[src/rtl/glitchy_counter_checker_pkg.sv]
// Shared constants for the strobe-modulated counter stream: FSM state
// encodings and the expected 8-bit deltas for the default generator.
package glitchy_counter_checker_pkg;

  typedef logic [1:0] state_t;

  localparam state_t ST_EMPTY   = 2'd0;
  localparam state_t ST_HUNT    = 2'd1;
  localparam state_t ST_LOCKING = 2'd2;
  localparam state_t ST_LOCKED  = 2'd3;

  // Expected modulo-256 deltas for the default generator (+2 / -5).
  localparam logic [7:0] EXP_INC = 8'(2);
  localparam logic [7:0] EXP_DEC = 8'(-5);

  // Delta seen on a non-strobe sample for an arbitrary increment.
  function automatic logic [7:0] exp_inc_f(input int inc);
    return 8'(inc);
  endfunction

  // Delta seen on a strobe sample for an arbitrary decrement.
  function automatic logic [7:0] exp_dec_f(input int dec);
    return 8'(-dec);
  endfunction

endpackage

[src/rtl/glitchy_counter_checker_delta_classify.sv]
// Combinational classifier: compares the modulo-256 step from the previous
// sample to the current one against the two legal generator steps.
module glitchy_delta_classify
  import glitchy_counter_checker_pkg::*;
#(
  parameter logic [7:0] EXP_INC_P = EXP_INC,
  parameter logic [7:0] EXP_DEC_P = EXP_DEC
) (
  input  logic [7:0] prev_i,
  input  logic [7:0] cnt_i,
  output logic       is_inc_o,
  output logic       is_dec_o
);

  logic [7:0] delta;

  // Wrapping subtraction makes FE->00 and 02->FD ordinary steps.
  always_comb begin
    delta    = cnt_i - prev_i;
    is_inc_o = (delta == EXP_INC_P);
    is_dec_o = (delta == EXP_DEC_P);
  end

endmodule

[config.mk]
export PLATFORM = sky130hd
export DESIGN_NAME = glitchy_delta_classify
export DESIGN_NICKNAME = d
export VERILOG_FILES = /design/src/rtl/glitchy_counter_checker_pkg.sv /design/src/rtl/glitchy_counter_checker_delta_classify.sv
export SDC_FILE = /design/constraint.sdc
export NUM_CORES = 1
export LEC_CHECK = 0
export BUFFER_PORTS_ARGS = -buffer_cell sky130_fd_sc_hd__buf_2
export CORE_AREA = 5 5 42 44
export DETAILED_ROUTE_END_ITERATION = 16
export DIE_AREA = 0 0 47 49
export SYNTH_ARGS = -nofsm -noshare
export SYNTH_HDL_FRONTEND = slang
export SYNTH_SLANG_ARGS = --single-unit
export TNS_END_PERCENT = 100
[constraint.sdc]
create_clock -name vclk -period 3.71
set_clock_uncertainty 0.2 [all_clocks]
set_input_delay 0.742 -clock vclk [all_inputs]
set_output_delay 0.742 -clock vclk [all_outputs]
set_load 0.005 [all_outputs]
[Word level (Yosys, flattened, before mapping)]
Cells that the tools add are included.
Word-level totals
  flip-flop bits (word level): 0
  input bits: 16
  output and inout bits: 2
  word-level logic and storage cells: 3
Operators by class
  add/subtract/negate cells: 1
  equality and inequality tests: 2
Operators by type and width (number)
  8-bit by 2-bit == test with 1-bit output, second input constant: 1
  8-bit == test, second input constant: 1
  8-bit subtractor: 1

[Longest topological paths before layout]
  depth after elaboration: 2
  mapped depth: 8
  depth with buffers taken out: 8

[Worst setup path after synthesis]
OpenSTA, ideal clock, no wires.
  path kind: input port to output port
  start: input cnt_i[0]
  end: output is_dec_o
  arrival time: 2.228 ns
  path slack: 0.540 ns
  stages on the path: 7
  cell sequence: inv_1 -> ha_1 -> fa_1 -> and2b_1 -> o211ai_1 -> o311a_1 -> and4bb_1
On the way
  word-level cells in the longest chain between the ends: 2
RTL lines
  start: declaration: RTL line glitchy_counter_checker_delta_classify.sv:10  | input logic [7:0] cnt_i,
  8-bit subtractor: RTL line glitchy_counter_checker_delta_classify.sv:19  | delta = cnt_i - prev_i;
  8-bit == test: RTL line glitchy_counter_checker_delta_classify.sv:21  | is_dec_o = (delta == EXP_DEC_P);
  end: declaration: RTL line glitchy_counter_checker_delta_classify.sv:12  | output logic is_dec_o
Every way passes these cells.

[Worst setup path after layout]
  start: input prev_i[0]
  end: output is_inc_o
On the way
  word-level cells in the longest chain between the ends: 2
RTL lines
  start: declaration: RTL line glitchy_counter_checker_delta_classify.sv:9  | input logic [7:0] prev_i,
  8-bit subtractor: RTL line glitchy_counter_checker_delta_classify.sv:19
  8-bit by 2-bit == test with 1-bit output: RTL line glitchy_counter_checker_delta_classify.sv:20  | is_inc_o = (delta == EXP_INC_P);
  end: declaration: RTL line glitchy_counter_checker_delta_classify.sv:11  | output logic is_inc_o,
Every way passes these cells.

==> summary.txt <==
STA
  – Setup tns final: 0 ns
  – Peak Freq: 293 MHz
  – Final hold viol count: 0
  – Slew Viols, Final: 0
  – Worst hold margin: 1.80 ns
  – RSZ-0062 raised after global routing: false
  – Least-Margin Pin Slew: 0.243 ns
  – Final period util: 92.0%
  – Slew HR: 83.7%
  – Endpoints failing setup: 0
  – Fin crit period: 3.41 ns

Flow run
  – Max-Cap Viols: 0

Final layout
  – Layout clock buffer count: 0
  – Nets: 103
  – FF/Latch Area: 0 um2
  – FILL cells: 166
  – Seq cells: 0
  – Share of cells above drive strength 1: 30.3%
  – # diodes: 0
  – Synthesis-to-layout area growth: 23.8%

Routing
  – Initial DRC Count: 5
  – # DRC: 0
  – Detailed Routing Iterations Pass 1: 4
  – Vias/cell: 4.87
  – Drt wl/cell: 9.09 um
  – Routed Antenna Nets: 0
  – Vias: 448
  – Detailed-route wire length: 836 um

Logic synthesis
  – Mapped cell area: 430 um2
  – Leading cell types by total area after synthesis: ha_1 23%, xnor2_1 8.1%, inv_1 7.0%
  – Yosys top cell by area: ha_1
  – Mapped Cells: 59
  – Mapped Avg Cell Area: 7.30 um2
  – Register area share after synthesis: 0%
  – Top-area cell type share of the netlist area: 23.3%
  – Synth cell types: 28
  – Synthesized Nets: 84
  – Synthesis Warnings: 0

Worst setup path
  – WS Path Type: input pin to output pin
  – Req. time, crit path: 2.77 ns
  – Worst-path fanout max: 2
  – Crit path arrival time: 2.47 ns
  – CP startpoint kind: input pin
  – Endpoint class of the critical path: output pin

Clock network
  – Post-cts hold buffer count: 0
  – Post-CTS sizing: 0
  – Post-CTS Setup Inserts: 0

GRT
  – Initial antenna violation count: 0
  – Largest net degree at the start of global routing: 9
  – First-pass GRT wire length: 1.35 mm
  – GR Overflow Total: 0
  – Vias in the first global route: 373
  – Gr usage total: 7.10%

Outcome
  – Status: completed

Place
  – Port buffer count: 18
  – Hpwl dp: 761 um
  – RD Place Congestion: 0.719

Die
  – Initial Util: 30.7%
  – Die Wd: 47 um
  – Die H: 49 um
  – IO Pins: 18
  – Core area: 1400 um2
  – # rows: 14
  – Die ar.: 2300 um2

Min path
  – HP Class: input pin to output pin

Power and ir drop
  – Pwr Density: 144 nW/um2
  – Leakage Power: 0.275 nW
  – Worst VDD drop: 0.0480 mV
-- routing by layer --
metal | share of wire, % | vias up | global-route usage, % | wire [um]
met1 | 44 | 194 | 9.61 | 371
met2 | 47 | 12 | 12.9 | 396
met4 | 0 | 0 | 0 | 0
li1 | - | 242 | - | -
met3 | 8.1 | 0 | 0 | 68
met5 | 0 | - | 0 | 0
-- per-stage QoR --
stage | utilization, % | power [mW] | std cells | setup slack, ns | instance area (um2)
3_3_place_gp | 38.0 | 0.0754 | 92 | 0.327 | 533
5_1_grt | 38.0 | 0.0855 | 92 | 0.185 | 533
6_report | 38.0 | 0.0767 | 92 | 0.298 | 533
4_1_cts | 38.0 | 0.0776 | 92 | 0.283 | 533
2_1_floorplan | - | 0.0592 | 59 | 0.540 | 430
3_5_place_dp | 38.0 | 0.0772 | 92 | 0.286 | 533
-- area by class of cell --
| cell class | instances | area (um2) | area share [%] |
|---|---|---|---|
| well taps | 16 | 20.0 | 3.76 |
| inverters | 9 | 33.8 | 6.34 |
| repair buffers | 18 | 90.1 | 16.9 |
| multi-input cells | 49 | 389 | 73.0 |
-- report_power, final --
group          total (mW)  internal, mW  switching [mW]
logic              0.0767        0.0366          0.0401
clock network           0             0               0
registers               0             0               0
-- kinds of logic after synthesis --
logic type               count (synthesis)  share of synthesized area, %
adder cells (fa/ha/maj)                  9                          27.9
AND/OR/NAND/NOR                         22                          31.7
AO/OA/AOI/OAI                           13                          20.6
buffers and inverters                   10                          9.59
XOR/XNOR                                 5                          10.2
-- final timing paths --
path  startpoint  endpoint  slack, ns  cells past startpoint
max    prev_i[0]  is_inc_o       0.30                      9
min     cnt_i[7]  is_inc_o       1.80                      5
-- synth_stat cells (all sizes together) (2+ instances only) --
cell	number
nand2	3
nand3	2
o211ai	2
a21oi	5
inv	9
o21ai	3
ha	8
nor3	2
nor2	6
or2	2
xnor2	4
-- cells in the final DEF, fill, tap and decap left out, types with 2 or more instances in the layout --
master / synthesis / routed
ha_1: 8 / 8
buf_2: 0 / 18
nor2_1: 6 / 6
inv_1: 8 / 8
a21oi_1: 4 / 4
o21ai_1: 2 / 2
nand3_1: 2 / 2
or2_1: 2 / 2
nand2_1: 3 / 3
xnor2_1: 4 / 4
o211ai_1: 2 / 2
-- worst max-delay path, cell delays in order --
cell	delay, ns
buf_2	0.11
ha_1	0.20
fa_1	0.40
and2b_1	0.24
o21ai_2	0.07
xnor2_1	0.15
nor3_2	0.15
nor4bb_2	0.27
buf_2	0.15
(Power assumes the default switching activity.)
